[src/rtl/instr_seq_pkg.sv]
// Shared types for the instruction sequencer: opcode encoding, FSM states,
// and small decode helpers used by the control logic.
package instr_seq_pkg;

    typedef enum logic [3:0] {
        OP_ADD = 4'd0,
        OP_SUB = 4'd1,
        OP_AND = 4'd2,
        OP_OR  = 4'd3,
        OP_XOR = 4'd4,
        OP_LD  = 4'd5,
        OP_ST  = 4'd6,
        OP_BZ  = 4'd7,
        OP_BNZ = 4'd8,
        OP_JMP = 4'd9
    } op_code_t;

    typedef enum logic [2:0] {
        S_IDLE  = 3'd0,
        S_FETCH = 3'd1,
        S_EXEC  = 3'd2,
        S_MEM   = 3'd3,
        S_DONE  = 3'd4
    } seq_state_t;

    // True for any control-flow opcode, taken or not; these never write the register file.
    function automatic logic is_branch_op(input op_code_t op);
        case (op)
            OP_BZ, OP_BNZ, OP_JMP: is_branch_op = 1'b1;
            default:               is_branch_op = 1'b0;
        endcase
    endfunction

    // True for loads and stores, which detour through the MEM state.
    function automatic logic is_mem_op(input op_code_t op);
        case (op)
            OP_LD, OP_ST: is_mem_op = 1'b1;
            default:      is_mem_op = 1'b0;
        endcase
    endfunction

    // Resolves whether a control-flow opcode redirects the PC given the ALU zero flag.
    function automatic logic branch_taken(input op_code_t op, input logic zero);
        case (op)
            OP_BZ:   branch_taken = zero;
            OP_BNZ:  branch_taken = ~zero;
            OP_JMP:  branch_taken = 1'b1;
            default: branch_taken = 1'b0;
        endcase
    endfunction

endpackage

[src/rtl/instr_seq_pc_reg.sv]
// Program counter register: clear, absolute load, or increment with natural
// modulo-2^PC_W wrap. Clear beats load, load beats increment.
module pc_reg #(
    parameter int PC_W = 10
) (
    input  logic            clk,
    input  logic            reset,
    input  logic            clear,
    input  logic            load,
    input  logic            incr,
    input  logic [PC_W-1:0] load_value,
    output logic [PC_W-1:0] pc
);

    // PC update; the increment is allowed to overflow back to zero.
    always_ff @(posedge clk) begin
        if (reset || clear) begin
            pc <= '0;
        end else if (load) begin
            pc <= load_value;
        end else if (incr) begin
            pc <= pc + PC_W'(1);
        end
    end

endmodule

[src/rtl/instr_seq.sv]
// Multi-cycle instruction sequencer: walks FETCH/EXEC per instruction, detours
// through MEM for loads/stores with a bounded wait, and parks in DONE on halt
// or memory timeout until restarted.
module instr_seq
    import instr_seq_pkg::*;
#(
    parameter int PC_W        = 10,
    parameter int MEM_TIMEOUT = 15
) (
    input  logic            CLK,
    input  logic            reset,
    input  logic            start_i,
    input  logic [3:0]      op_i,
    input  logic            halt_i,
    input  logic            zero_i,
    input  logic [PC_W-1:0] target_i,
    input  logic            mem_ack_i,
    output logic [PC_W-1:0] pc_o,
    output logic            fetch_o,
    output logic            reg_we_o,
    output logic            mem_re_o,
    output logic            mem_we_o,
    output logic            busy_o,
    output logic            done_o,
    output logic            err_o
);

    localparam int CNT_W = $clog2(MEM_TIMEOUT + 1);
    localparam logic [CNT_W-1:0] LAST_WAIT = CNT_W'(MEM_TIMEOUT - 1);

    seq_state_t       state;
    logic [CNT_W-1:0] wait_cnt;

    op_code_t op;
    logic     exec_go;
    logic     mem_ack_hit;
    logic     op_is_mem;
    logic     op_is_branch;
    logic     op_taken;
    logic     pc_clear;
    logic     pc_load;
    logic     pc_incr;

    assign op           = op_code_t'(op_i);
    assign op_is_mem    = is_mem_op(op);
    assign op_is_branch = is_branch_op(op);
    assign op_taken     = branch_taken(op, zero_i);

    // A halt in EXEC suppresses every opcode-driven side effect.
    assign exec_go     = (state == S_EXEC) && !halt_i;
    // Acks only count while a memory request is outstanding.
    assign mem_ack_hit = (state == S_MEM) && mem_ack_i;

    assign pc_clear = ((state == S_IDLE) || (state == S_DONE)) && start_i;
    assign pc_load  = exec_go && op_taken;
    assign pc_incr  = (exec_go && !op_is_mem && !op_taken) || mem_ack_hit;

    // Write-back happens in the cycle the result exists: EXEC for ALU ops, the ack cycle for loads.
    // mem_re_o doubles as the "this MEM visit is a load" marker.
    assign reg_we_o = (exec_go && !op_is_mem && !op_is_branch) || (mem_ack_hit && mem_re_o);

    pc_reg #(
        .PC_W(PC_W)
    ) u_pc (
        .clk        (CLK),
        .reset      (reset),
        .clear      (pc_clear),
        .load       (pc_load),
        .incr       (pc_incr),
        .load_value (target_i),
        .pc         (pc_o)
    );

    // Sequencer FSM with registered strobes, status flags and the memory wait counter.
    always_ff @(posedge CLK) begin
        if (reset) begin
            state    <= S_IDLE;
            wait_cnt <= '0;
            fetch_o  <= 1'b0;
            mem_re_o <= 1'b0;
            mem_we_o <= 1'b0;
            busy_o   <= 1'b0;
            done_o   <= 1'b0;
            err_o    <= 1'b0;
        end else begin
            case (state)
                S_IDLE: begin
                    if (start_i) begin
                        state   <= S_FETCH;
                        fetch_o <= 1'b1;
                        busy_o  <= 1'b1;
                    end
                end
                S_FETCH: begin
                    fetch_o <= 1'b0;
                    state   <= S_EXEC;
                end
                S_EXEC: begin
                    if (halt_i) begin
                        state  <= S_DONE;
                        busy_o <= 1'b0;
                        done_o <= 1'b1;
                    end else if (op == OP_LD) begin
                        state    <= S_MEM;
                        mem_re_o <= 1'b1;
                        wait_cnt <= '0;
                    end else if (op == OP_ST) begin
                        state    <= S_MEM;
                        mem_we_o <= 1'b1;
                        wait_cnt <= '0;
                    end else begin
                        state   <= S_FETCH;
                        fetch_o <= 1'b1;
                    end
                end
                S_MEM: begin
                    if (mem_ack_i) begin
                        mem_re_o <= 1'b0;
                        mem_we_o <= 1'b0;
                        state    <= S_FETCH;
                        fetch_o  <= 1'b1;
                    end else if (wait_cnt == LAST_WAIT) begin
                        mem_re_o <= 1'b0;
                        mem_we_o <= 1'b0;
                        err_o    <= 1'b1;
                        done_o   <= 1'b1;
                        busy_o   <= 1'b0;
                        state    <= S_DONE;
                    end else begin
                        wait_cnt <= wait_cnt + CNT_W'(1);
                    end
                end
                S_DONE: begin
                    if (start_i) begin
                        done_o  <= 1'b0;
                        err_o   <= 1'b0;
                        state   <= S_FETCH;
                        fetch_o <= 1'b1;
                        busy_o  <= 1'b1;
                    end
                end
                default: begin
                    state <= S_IDLE;
                end
            endcase
        end
    end

endmodule

[config.mk]
export PLATFORM = sky130hd
export DESIGN_NAME = instr_seq
export DESIGN_NICKNAME = d
export VERILOG_FILES = /design/src/rtl/instr_seq_pkg.sv /design/src/rtl/instr_seq_pc_reg.sv /design/src/rtl/instr_seq.sv
export SDC_FILE = /design/constraint.sdc
export NUM_CORES = 1
export LEC_CHECK = 0
export ABC_AREA = 1
export BUFFER_PORTS_ARGS = -buffer_cell sky130_fd_sc_hd__buf_2
export CAP_MARGIN = 20
export CORE_ASPECT_RATIO = 0.75
export CORE_MARGIN = 3
export CORE_UTILIZATION = 48
export DETAILED_ROUTE_END_ITERATION = 8
export GPL_TIMING_DRIVEN = 0
export HOLD_SLACK_MARGIN = 0.12
export PLACE_DENSITY = 0.76
export SETUP_SLACK_MARGIN = 0.5
export SYNTH_ARGS = -nofsm -noshare
export SYNTH_HDL_FRONTEND = slang
export SYNTH_SLANG_ARGS = --single-unit
[constraint.sdc]
create_clock -name CLK -period 1.45 [get_ports CLK]
set_input_delay 0.145 -clock CLK [delete_from_list [all_inputs] [get_ports CLK]]
set_output_delay 0.145 -clock CLK [all_outputs]
set_load 0.02 [all_outputs]
; After elaboration in Yosys (flattened, before gate mapping)
; Cells that the tools add are included.
[op_classes]
eq_ne = 24
mux = 42
n_reduce_logical = 34
bitwise_logic = 1
n_addsub = 2
[ops]
columns = op, count
row1 = 1-bit two-way mux, 20
row2 = 10-bit two-way mux, 2
row3 = 4-bit two-way mux, 5
row4 = 5-bit AND reduction, 4
row5 = "2-bit != test, second input constant", 8
row6 = "4-bit by 3-bit equality test with 1-bit output, second input constant", 3
row7 = "4-bit equality test, second input constant", 3
row8 = 3-bit two-way mux, 4
row9 = 3-bit one-hot mux with 4 select lines, 1
row10 = "10-bit by 1-bit adder with 10-bit output, second input constant", 1
row11 = 1-bit one-hot mux with 3 select lines, 3
row12 = 1-bit logical AND, 8
row13 = "2-bit by 1-bit != test with 1-bit output, second input constant", 4
row14 = 4-bit one-hot mux with 2 select lines, 1
row15 = 4-bit AND reduction, 2
row16 = "3-bit by 2-bit equality test with 1-bit output, second input constant", 2
row17 = 1-bit one-hot mux with 2 select lines, 3
row18 = 6-bit AND reduction, 1
row19 = 2-bit nonzero test, 3
row20 = 3-bit nonzero test, 2
row21 = "4-bit by 1-bit adder with 4-bit output, second input constant", 1
row22 = 1-bit logical NOT, 4
row23 = 1-bit logical OR, 4
row24 = 2-bit two-way mux, 2
row25 = 11 further kinds, 12
[totals]
in_bits = 20
elab_cells = 112
out_inout_bits = 17
regBits = 23

; Logic depth before layout (Yosys ltp)
; Gate-level depths: netlist of the first run.
[logic_depth]
depth_word = 9
ltp_mapped = 10
depth_no_buf = 10

; Modules after synthesis
; From an unflattened synthesis of the first run, not the netlist that was laid out.
[hier_totals]
hier_cells = 216
hier_area_um2 = 1445.1
[modules_own_cells]
columns = module, area_per_inst_um2, seq_area_each_um2, cells_per_inst, instances
row1 = instr_seq, 835.8, 260.2, 132, 1
row2 = pc_reg, 609.3, 200.2, 84, 1

; Worst setup path before layout of the first run
; Ideal clock, no wire load.
[synth_timing]
kind = flip-flop to flip-flop
start = register u_pc.pc[0]
end = register u_pc.pc[8]
path_stages_with_launch = 11
path_slack_ns = -0.063
arrival_ns = 1.397
n_path_buf = 0
setup_ns = 0.116
synth_period_minus_slack_ns = 1.513
t_required_ns = 1.334
cell_sequence = dfxtp_1 -> ha_1 -> nand2_1 -> nor2_1 -> nand3_1 -> nand2_1 -> nand2_1 -> nand2_1 -> nand2_1 -> nor2_1 -> nor2_1
[synth_via]
elab_chain_len = 3
[synth_lines]
columns = element, line_no
row1 = start: declaration, instr_seq_pc_reg.sv:12  ; output logic [PC_W-1:0] pc
row2 = start signal: assignment, instr_seq_pc_reg.sv:20  ; pc <= load_value;
row3 = start signal: assignment, instr_seq_pc_reg.sv:22  ; pc <= pc + PC_W'(1);
row4 = 10-bit by 1-bit adder with 10-bit output, instr_seq_pc_reg.sv:22
row5 = 10-bit two-way mux, instr_seq_pc_reg.sv:21  ; end else if (incr) begin
row6 = 10-bit two-way mux, instr_seq_pc_reg.sv:19  ; end else if (load) begin
; No other way between the ends. The select of a mux whose other input is x is not followed.
; A chain may end at the register's enable or synchronous reset.

; Final worst setup path of the first run
[layout_timing]
start = register state[1]
end = output port reg_we_o
[layout_via]
elab_chain_len = 5
elab_cells_between_ends = 8
cone_classes = eq/ne (2) / reduce/logical (6)
[layout_lines]
columns = element, line_no
row1 = start: declaration, instr_seq.sv:31  ; seq_state_t state;
row2 = start signal: assignment, instr_seq.sv:77  ; state <= S_IDLE;
row3 = start signal: assignment, instr_seq.sv:89  ; state <= S_FETCH;
row4 = start signal: assignment, instr_seq.sv:96  ; state <= S_EXEC;
row5 = 3-bit by 2-bit equality test with 1-bit output, instr_seq.sv:50  ; assign exec_go = (state == S_EXEC) && !halt_i;
row6 = 1-bit logical AND, instr_seq.sv:50
row7 = 1-bit logical AND (2 in a row), instr_seq.sv:60  ; assign reg_we_o = (exec_go && !op_is_mem && !op_is_branch) || (mem_ack_hit && mem_re_o);
row8 = 1-bit logical OR *, instr_seq.sv:60
row9 = end: declaration, instr_seq.sv:20  ; output logic reg_we_o,
; Every way passes the cells marked *; elsewhere a longest branch is shown, timed or not.

==> results of run 1 <==
==> placed cells by master, fill, tap and decap left out, types with 4 or more instances in the layout <==
cell,n
buf_6,19
dfxtp_4,12
buf_4,20
buf_2,22
nand3_2,7
nor2_2,6
a21oi_1,6
nand2_1,42
xor2_1,4
dfxtp_1,7
nand3_4,6
nand2_4,4
nand2_2,11
nor2_1,28
nand3_1,24
dfxtp_2,4
o21ai_0,9
nor2_4,7
inv_1,23
clkbuf_8,4
a21oi_2,4
nand4_1,8
==> worst paths after layout <==
check	startpoint	depth (start not counted)	to
worst min-delay path	target_i[2]	5	u_pc.pc[2]
worst max register to register	state[2]	8	u_pc.pc[6]
worst max-delay path	state[1]	5	reg_we_o
worst min register to register	done_o	2	done_o
==> layout make-up <==
cell class	instances	area, um^2
Tap cell	38	47.55
Multi-Input combinational cell	183	1190
Clock buffer	3	41.29
Clock inverter	1	5.005
Timing Repair Buffer	59	457.9
Inverter	29	121.4
Buffer	4	33.78
Fill cell	193	591.8
Sequential cell	23	510.5
==> per-stage QoR <==
step                      area, um^2  setup TNS [ns]
after detailed placement        1878               0
after CTS                       2238               0
after floorplan                 1655               0
after global placement          1878               0
after global routing            2407          -1.334
final                           2407         -0.3792
==> tightest hold or removal path, delay by kind of cell <==
family	cells	cell delay (ns)
buffers and inverters	1	0.08
AND/OR/NAND/NOR	4	0.22
==> repair_timing <==
action,in CTS,in global routing
pin swaps,17,12
cloned,3,0
setup buffers,18,5
gates resized for setup,46,39
setup endpoints to repair,32,37
==> cells in the mapped netlist (all sizes together) <==
master | count | area, um^2
nor4 | 1 | 6.260
nand2 | 57 | 224.0
a22oi | 1 | 7.510
xnor2 | 1 | 8.760
nand3 | 36 | 220.2
ha | 3 | 37.54
or2 | 1 | 6.260
dfxtp | 23 | 460.4
nand4 | 8 | 50.05
a21oi | 11 | 62.56
o21ai | 14 | 73.82
o211ai | 1 | 7.510
inv | 29 | 111.4
xor2 | 4 | 35.03
buf | 2 | 16.26
nand3b | 1 | 7.510
a31oi | 1 | 6.260
nor2 | 41 | 195.2
clkbuf | 2 | 8.750
==> layer usage <==
layer / share of wire / global-route usage / vias to the layer above / wire (um)
met4: 0.040 / 0.1000 / 0 / 247
met2: 0.44 / 0.3933 / 171 / 2681
li1: - / - / 914 / -
met5: 0 / 0 / - / 0
met1: 0.39 / 0.3698 / 921 / 2369
met3: 0.13 / 0.08845 / 32 / 809
==> report_power, final <==
group          internal [mW]  leakage (nW)  switching, mW
Combinational          0.479         0.913          0.685
Sequential             0.729         0.198          0.112
Clock                  0.193        0.0255          0.243
Total                   1.40          1.14           1.04
==> cell families (layout without fill, tap and decap cells) <==
logic type / count (synthesis) / in the layout / synth area share
xor+xnor: 5 / 5 / 0.02834
fa+ha+maj: 3 / 3 / 0.02429
simple gates: 145 / 147 / 0.4591
compound gates: 28 / 28 / 0.1020
flops: 23 / 23 / 0.2980
buf+inv: 33 / 96 / 0.08825
==> results.md, run 1 <==
* # clock sinks at 23
* Post-Place Cells at 310
* N_diodes at 0
* Via density at 5.994
* Mapped Cells at roughly 240
* Worst vdd ir at between 0.001 and 0.0015 V
* Post-Route WL at 6107 um
* Worst-Margin Slew at 0.5020 ns
* Die height at roughly 55 um
* LEAKAGE at around 1.1 nW
* Period utilization at 1.047
* Seq/Total Area, Yosys at 0.2980
* Final Power at 2.441 mW
* DRC at 0
* Power Dens Cells at about 1000 nW/um^2
* Final GP Congestion at roughly 0.87
* Initial DRC Count at 258
* Clk_skew at between 0.002 and 0.0025 ns
* Initial antenna violation count at 0
* Critical path, cell by cell: nand3_4 > nor2_4 > nand3_4 > o21ai_2 > buf_6
* Global route overflow at 0
* Gr usage total at 0.2694
* Final hold vios at 0
* First-pass GRT wire length at between 8000 and 9000 um
* Vias in the first global route at roughly 1,600
* Area of the mapped netlist at around 1500 um^2
* Ys Warns at 0
* Num CTS Buffers at 3
* Hpwl dp at between 2000 and 3000 um
* Setup slack after layout at -0.06747 ns
* Buf/Inv on CP at 1
* CP dominant cell by count: nand3_4
* Die Wd at slightly above 70 um
* IO Port Bufs at 35
* Max frequency at between 0.6 and 0.7 GHz
* Via count at ~2,000
* CP Capture Type: primary output
* Post-Syn Nets at 260
* Final #Nets at about 330
* WL/cell at about 18 um
* Arrival @ worst endpoint at 1.37 ns
* Worst-skew pair later-pin latency at 0.28 ns
* Slew HR at 0.6653
* CTS clk-pin slew, worst paths at approximately 0.090 ns
* CTS tree: yes
* Final count of negative-setup-slack endpoints at 14
* Slowest-stage cell, CP: dfxtp_4
* Htree depth at 1
* Post-route ant nets at 0
* IO Pins at 37
* Share of layout cells above drive strength 1 at 0.4735
* Starting density of the core at 0.5152
* Reg-to-reg slack, setup at -0.05 ns
* FF+latch count, synth at 23
* Unrepaired setup endpoints after global routing: yes
* Pre-antenna DRT Iters at 5
* Type of the worst setup path: register to primary output
* Max reg flops at 10
* CP Max Fanout at 5
* Place WS at between 0.02 and 0.025 ns
* Final Slew Violations at 0
* Full die area at a little under 4000 um^2
* Worst setup SP type: register
* Hold Slack at 0.2007 ns
* Failing checks: setup timing
* Root buffer cell: clkbuf_8
* Count of cell types in the netlist at 33
* Area Overhead vs Synth at 55.79%
* Fin crit period at around 1.5 ns
* Hold WC Path Type: input port to register
* Max Cap Violations at 0
* Post-Layout Cell Count at between 300 and 400
* Num rows at 17
* Crit path max-delay family: flip-flops
* Largest net degree at the start of global routing at 14
* Required time of the critical path at between 1 and 1.5 ns
* Status: finished, violations left
* Post-Route Utilization at 0.8027
* Delay of the slowest critical-path stage at between 0.4 and 0.5 ns
* Total core area at ~3000 um^2
* Clock tree buffer depth at 2
* Cts hold-fix bufs at 0
* Synth Area per Inst at between 6 and 7 um^2
(Power assumes the default switching activity.)
==> run 2: changes to the inputs <==
--- a/config.mk
+++ b/config.mk
@@ -5,16 +5,15 @@
 export SDC_FILE = /design/constraint.sdc
 export NUM_CORES = 1
 export LEC_CHECK = 0
-export ABC_AREA = 1
+export ABC_AREA = 0
 export BUFFER_PORTS_ARGS = -buffer_cell sky130_fd_sc_hd__buf_2
 export CAP_MARGIN = 20
-export CORE_ASPECT_RATIO = 0.75
 export CORE_MARGIN = 3
-export CORE_UTILIZATION = 48
+export CORE_UTILIZATION = 47
 export DETAILED_ROUTE_END_ITERATION = 8
 export GPL_TIMING_DRIVEN = 0
 export HOLD_SLACK_MARGIN = 0.12
-export PLACE_DENSITY = 0.76
+export PLACE_DENSITY = 0.75
 export SETUP_SLACK_MARGIN = 0.5
 export SYNTH_ARGS = -nofsm -noshare
 export SYNTH_HDL_FRONTEND = slang
==> results.md, run 2 <==
* Final Power at 1.336 mW (was 2.441 mW)
* Vias in the first global route at 1,625 (was 1,622)
* CTS tree: yes (unchanged)
* Final #Nets at 272 (was 326)
* Main synth FF type: dfxtp_1 (unchanged)
* Delay of the slowest critical-path stage at 0.35 ns (was 0.43 ns)
* IO Port Bufs at 36 (was 35)
* Synth Area per Inst at 8.232 um^2 (was 6.520 um^2)
* Reg2Reg Depth at 8 (unchanged)
* Initial antenna violation count at 0 (unchanged)
* Synth async-reset ratio at 0 (unchanged)
* Pre-antenna DRT Iters at 4 (was 5)
* Clock power share at 0.246 (was 0.179)
* Htree depth at 1 (unchanged)
* Setup crit end: u_pc.pc[4] (was reg_we_o)
* # clock sinks at 23 (unchanged)
* Most common cell after layout, fill and taps aside: buf_6 (was nand2_1)
* Max Cap Violations at 0 (unchanged)
* Unrepaired setup endpoints after global routing: yes (unchanged)
* Area Overhead vs Synth at 76.53% (was 55.79%)
* Failing checks: setup timing (unchanged)
* Count of cell types in the netlist at 49 (was 33)
* Largest net degree at the start of global routing at 14 (unchanged)
* CP Capture Type: register (was primary output)
* Worst vdd ir at 0.0005198 V (was 0.001108 V)
* FF-to-FF End: u_pc.pc[4] (was u_pc.pc[6])
* Mapped Cells at 171 (was 237)
* LEAKAGE at 1.037 nW (was 1.136 nW)
* Post-DP Area at 1713 um^2 (was 1878 um^2)
* Starting density of the core at 0.5018 (was 0.5152)
* Final instance area at 2485 um^2 (was 2407 um^2)
* Max reg flops at 10 (unchanged)
* Final GP Congestion at 0.7985 (was 0.8689)
* Register share of total power at 0.490 (was 0.345)
* Seq/Total Area, Yosys at 0.3271 (was 0.2980)
* Setup TNS at -2.198 ns (was -0.3792 ns)
* Hold WC Path Type: input port to register (unchanged)
* Initial DRC Count at 198 (was 258)
* CTS clk-pin slew, worst paths at 0.15 ns (was 0.09 ns)
* CP Max Fanout at 8 (was 5)
* Required time of the critical path at 1.68 ns (was 1.31 ns)
* Critical path, cell by cell: buf_6 > nand2b_4 > buf_6 > buf_8 > nand2b_4 > o21a_4 > a21oi_1 > o22ai_2 (was nand3_4 > nor2_4 > nand3_4 > o21ai_2 > buf_6)
* Global route overflow at 0 (unchanged)
* DRC at 0 (unchanged)
* Period utilization at 1.149 (was 1.047)
* Area of the mapped netlist at 1408 um^2 (was 1545 um^2)
* Place WS at -0.1592 ns (was 0.02403 ns)
* Worst setup SP type: register (unchanged)
* Most area-hungry cell type in the Yosys netlist: dfxtp_1 (unchanged)
* Slew HR at 0.5840 (was 0.6653)
* Total core area at 2805 um^2 (was 2999 um^2)
* Ys Warns at 0 (unchanged)
* Clk_skew at 0.009842 ns (was 0.002071 ns)
* Pint at 0.9081 mW (was 1.401 mW)
* Synth cell count leaders: dfxtp_1 (23), nand2_1 (18), nor2_1 (18) (was nand2_1 (55), nor2_1 (34), nand3_1 (31))
* Main area contributors after synthesis: dfxtp_1 (33%), mux2i_1 (6.4%), a21oi_1 (5.3%) (was dfxtp_1 (30%), nand2_1 (13%), nand3_1 (10%))
* Type of the worst setup path: register to register (was register to primary output)
* Power Dens Cells at 537.5 nW/um^2 (was 1014 nW/um^2)
* Share of layout cells above drive strength 1 at 0.6452 (was 0.4735)
* Via count at 1,775 (was 2,038)
* Die Wd at 60.73 um (was 71.52 um)
* CP Launch Point: state[1] (unchanged)
* Worst-skew pair later-pin latency at 0.34 ns (was 0.28 ns)
* Gr usage total at 0.2911 (was 0.2694)
* Share of the synthesized area in the top cell type at 0.3271 (was 0.2980)
* Full die area at 3688 um^2 (was 3943 um^2)
* Hold Slack at 0.1201 ns (was 0.2007 ns)
* Post-route ant nets at 0 (unchanged)
* N_diodes at 0 (unchanged)
* Num CTS Buffers at 3 (unchanged)
* Clock tree buffer depth at 2 (unchanged)
* Final Slew Violations at 0 (unchanged)
* Max frequency at 0.6002 GHz (was 0.6590 GHz)
* Final count of negative-setup-slack endpoints at 18 (was 14)
* Post-Route WL at 5957 um (was 6107 um)
* Arrival @ worst endpoint at 1.90 ns (was 1.37 ns)
* Hpwl dp at 2792 um (was 2962 um)
* Fin crit period at 1.666 ns (was 1.517 ns)
* First-pass GRT wire length at 8031 um (unchanged)
* HP Start: target_i[1] (was target_i[2])
* Setup slack after layout at -0.2162 ns (was -0.06747 ns)
* Post-synth EDFFs at 0 (unchanged)
* Worst-Margin Slew at 0.6240 ns (was 0.5020 ns)
* Count leader, synth: dfxtp_1 (was nand2_1)
* Die height at 60.73 um (was 55.14 um)
* Final hold vios at 0 (unchanged)
* Sw Ratio at 0.3202 (was 0.4261)
* Post-Syn Nets at 194 (was 260)
* Reg-to-reg slack, setup at -0.22 ns (was -0.05 ns)
* Psw at 0.4277 mW (was 1.040 mW)
* IO Pins at 37 (unchanged)
* WHS Path Cells at 3 (was 5)
* Num rows at 19 (was 17)
* Slowest-stage cell, CP: dfxtp_2 (was dfxtp_4)
* Root buffer cell: clkbuf_4 (was clkbuf_8)
* Status: finished, violations left (unchanged)
* FF+latch count, synth at 23 (unchanged)
* Via density at 6.362 (was 5.994)
* FF-to-FF Start: state[1] (was state[2])
* WL/cell at 21.35 um (was 17.96 um)
* Most frequent cells in the layout: buf_6 (32), buf_4 (21), buf_2 (19), dfxtp_2 (15) (was nand2_1 (42), nor2_1 (28), nand3_1 (24), inv_1 (23), buf_2 (22))
* Gate power share at 0.264 (was 0.477)
## run 2: cell count changes after synthesis, sizes merged, moves of 5 or more
cell,before,now
buf,2,7
inv,29,3
mux2i,0,9
nand2,57,19
nand2b,0,7
nand3,36,7
nand4,8,2
nor2,41,20
o21ai,14,9
o22ai,0,8
## run 2: area by class of cell
type	count	area, um^2
multi-input cells	137	1171
repair buffers	73	644.4
flip-flops and latches	23	501.7
fillers	114	320.3
plain buffers	8	90.09
well taps	31	38.79
clock buffers	3	22.52
inverters	3	11.26
clock inverters	1	5.005
## run 2: what timing repair did
action / 4_1_cts / 5_1_grt
pin swaps: 25 / 22
endpoints found under the setup margin: 40 / 40
resized for setup: 87 / 40
cloned: 1 / 0
hold buffers: 3 / 0
hold endpoints to repair: 2 / 0
buffers inserted: 26 / 7
## run 2: worst min-delay path by stage
stage / end
2_1_floorplan: u_pc.pc[3]
3_3_place_gp: u_pc.pc[3]
3_5_place_dp: u_pc.pc[3]
4_1_cts: u_pc.pc[6]
5_1_grt: u_pc.pc[0]
6_report: u_pc.pc[1]
## run 2: logic make-up after synthesis
kind of cell	Yosys count	synth area share
DFF	23	0.3271
muxes	9	0.06400
buffers and inverters	11	0.05244
adders and majority gates	3	0.02667
xor gates and xnor gates	3	0.01867
AOI/OAI and AO/OA	48	0.2187
and+or+nand+nor	74	0.2924
## run 2: worst max-delay path: cells and delay by family (launching register included)
| family | cells | cell delay (ns) |
|---|---|---|
| compound gates | 3 | 0.62 |
| buf+inv | 3 | 0.36 |
| flops | 1 | 0.35 |
| simple gates | 2 | 0.23 |
## run 2: per-layer routing
metal	share of wire	vias to the layer above	track usage
li1	-	782	-
met1	0.41	847	0.3881
met2	0.48	118	0.4794
met3	0.074	28	0.04043
met4	0.039	0	0.1053
met5	0	-	0
## run 2: metrics by stage
step           cells  utilization
2_1_floorplan    171            -
3_5_place_dp     238       0.6106
3_3_place_gp     238       0.6106
6_report         279       0.8858
4_1_cts          272       0.8069
5_1_grt          279       0.8858
## run 2: power groups by stage
stage	sequential (mW)	clock (mW)	combinational, mW
final	0.654	0.328	0.353
after global placement	0.673	0	0.207
after CTS	0.653	0.318	0.289
after global routing	0.656	0.345	0.371
after detailed placement	0.674	0	0.213
after floorplan	0.683	0	0.129
==> run 3: changes to the inputs <==
--- a/config.mk
+++ b/config.mk
@@ -14,7 +14,7 @@
 export GPL_TIMING_DRIVEN = 0
 export HOLD_SLACK_MARGIN = 0.12
 export PLACE_DENSITY = 0.75
-export SETUP_SLACK_MARGIN = 0.5
+export SETUP_SLACK_MARGIN = 0.02
 export SYNTH_ARGS = -nofsm -noshare
 export SYNTH_HDL_FRONTEND = slang
 export SYNTH_SLANG_ARGS = --single-unit
==> results.md, run 3 (synthesized netlist as in run 2, its figures left out) <==
* Required time of the critical path at 1.31 ns (was 1.68 ns)
* Final count of negative-setup-slack endpoints at 14 (was 18)
* Max frequency at 0.6387 GHz (was 0.6002 GHz)
* Hold Slack at 0.1322 ns (was 0.1201 ns)
* Hold WC Path Type: input port to register (unchanged)
* N_diodes at 0 (unchanged)
* Root buffer cell: clkbuf_4 (unchanged)
* Max reg flops at 10 (unchanged)
* Final hold vios at 0 (unchanged)
* FF-to-FF End: u_pc.pc[5] (was u_pc.pc[4])
* DRC at 0 (unchanged)
* HP Start: target_i[8] (was target_i[1])
* Met3 usage at 0.03191 (was 0.04043)
* First-pass GRT wire length at 6451 um (was 8031 um)
* Status: finished, violations left (unchanged)
* Reg-to-reg slack, setup at -0.08 ns (was -0.22 ns)
* Post-Route Utilization at 0.7141 (was 0.8858)
* Area Overhead vs Synth at 42.31% (was 76.53%)
* Share of layout cells above drive strength 1 at 0.4224 (was 0.6452)
* Hold Crit Endpoint: u_pc.pc[8] (was u_pc.pc[1])
* Most frequent cells in the layout: buf_2 (36), nor2_1 (18), dfxtp_1 (18), nand2_1 (17), buf_4 (16) (was buf_6 (32), buf_4 (21), buf_2 (19), dfxtp_2 (15))
* Clk_skew at 0.006059 ns (was 0.009842 ns)
* Pre-antenna DRT Iters at 4 (unchanged)
* LEAKAGE at 0.9061 nW (was 1.037 nW)
* Arrival @ worst endpoint at 1.42 ns (was 1.90 ns)
* CTS clk-pin slew, worst paths at 0.13 ns (was 0.15 ns)
* Initial antenna violation count at 0 (unchanged)
* Worst-skew pair later-pin latency at 0.31 ns (was 0.34 ns)
* Top Usage Layer GRT: met2 (unchanged)
* Met1 usage in global routing at 0.3074 (was 0.3881)
* FF-to-FF Start: state[2] (was state[1])
* Initial DRC Count at 64 (was 198)
* Final Power at 1.233 mW (was 1.336 mW)
* Die Wd at 60.73 um (unchanged)
* Final GP Congestion at 0.8375 (was 0.7985)
* IO Pins at 37 (unchanged)
* Num rows at 19 (unchanged)
* Largest net degree at the start of global routing at 14 (unchanged)
* Global route overflow at 0 (unchanged)
* Slew HR at 0.6783 (was 0.5840)
* Hpwl dp at 2677 um (was 2792 um)
* Worst setup SP type: register (unchanged)
* WL/cell at 16.17 um (was 21.35 um)
* Failing checks: setup timing (unchanged)
* # clock sinks at 23 (unchanged)
* Via density at 5.958 (was 6.362)
* Clock tree buffer depth at 2 (unchanged)
* Critical path, cell by cell: nand2b_4 > nor3_4 > nand2_1 > o21ai_1 > buf_4 (was buf_6 > nand2b_4 > buf_6 > buf_8 > nand2b_4 > o21a_4 > a21oi_1 > o22ai_2)
* Setup slack after layout at -0.1157 ns (was -0.2162 ns)
* Delay of the slowest critical-path stage at 0.38 ns (was 0.35 ns)
* Final Slew Violations at 0 (unchanged)
* Setup TNS at -0.7392 ns (was -2.198 ns)
* Post-route ant nets at 0 (unchanged)
* Max Cap Violations at 0 (unchanged)
* Worst vdd ir at 0.0004637 V (was 0.0005198 V)
* CP Max Fanout at 5 (was 8)
* Met2 Track Usage GR at 0.3740 (was 0.4794)
* Worst-Margin Slew at 0.4826 ns (was 0.6240 ns)
* WHS Path Cells at 3 (unchanged)
* Slowest-stage cell, CP: dfxtp_4 (was dfxtp_2)
* Reg2Reg Depth at 7 (was 8)
* Via count at 1,567 (was 1,775)
* Die height at 60.73 um (unchanged)
* Gr usage total at 0.2254 (was 0.2911)
* IO Port Bufs at 36 (unchanged)
* Total core area at 2805 um^2 (unchanged)
* CTS tree: yes (unchanged)
* Vias in the first global route at 1,483 (was 1,625)
* Unrepaired setup endpoints after global routing: yes (unchanged)
* Fin crit period at 1.566 ns (was 1.666 ns)
* Full die area at 3688 um^2 (unchanged)
* CP Capture Type: primary output (was register)
* Htree depth at 1 (unchanged)
* Post-Route WL at 4253 um (was 5957 um)
* Period utilization at 1.080 (was 1.149)
* Power Dens Cells at 615.5 nW/um^2 (was 537.5 nW/um^2)
* Num CTS Buffers at 3 (unchanged)
* Final #Nets at 256 (was 272)
* Most common cell after layout, fill and taps aside: buf_2 (was buf_6)
* Type of the worst setup path: register to primary output (was register to register)
* Starting density of the core at 0.5018 (unchanged)
[run 3: worst max path at each step]
stage,startpoint,endpoint
finish,state[2],reg_we_o
global route,state[2],u_pc.pc[5]
CTS,state[2],reg_we_o
detailed placement,wait_cnt[0],wait_cnt[1]
global placement,wait_cnt[0],wait_cnt[1]
floorplan,wait_cnt[0],wait_cnt[1]
[run 3: critical path, delay by kind of cell (launching register included)]
kind / cells / cell delay, ns
compound gates: 1 / 0.13
buf+inv: 1 / 0.15
flops: 1 / 0.38
simple gates: 3 / 0.45
[run 3: metal layers]
layer  wire (um)  up-vias
li1            -      750
met2        2039       60
met1        1885      747
met5           0        -
met4          76        0
met3         251       10
[run 3: stage by stage]
step | cells | setup slack, ns | instance area [um^2]
detailed placement | 238 | -0.1879 | 1628
global placement | 238 | -0.1301 | 1628
finish | 263 | -0.1157 | 2003
floorplan | 171 | -0.02695 | 1409
CTS | 256 | -0.1375 | 1889
global route | 263 | -0.1848 | 2003
[run 3: where the power goes]
| group | leakage, nW | total, mW | internal, mW | switching [mW] |
|---|---|---|---|---|
| registers | 0.189 | 0.658 | 0.645 | 0.0129 |
| clock network | 0.0177 | 0.305 | 0.103 | 0.202 |
| logic | 0.700 | 0.270 | 0.120 | 0.150 |
| total | 0.906 | 1.23 | 0.868 | 0.365 |
[run 3: cell type report]
class | instances | area, um^2
multi-input combinational | 137 | 988.4
fill | 206 | 802.0
sequential | 23 | 469.2
timing repair buffer | 57 | 387.9
buffer | 8 | 80.08
tap | 31 | 38.79
clock buffer | 3 | 22.52
inverter | 3 | 11.26
clock inverter | 1 | 5.005
[run 3: repair_timing]
action | in CTS | in global routing
hold endpoints to repair | 2 | 0
cloned | 1 | 0
pin swaps | 10 | 13
gates resized for setup | 23 | 15
buffers inserted | 10 | 7
hold buffers | 3 | 0
endpoints found under the setup margin | 17 | 20
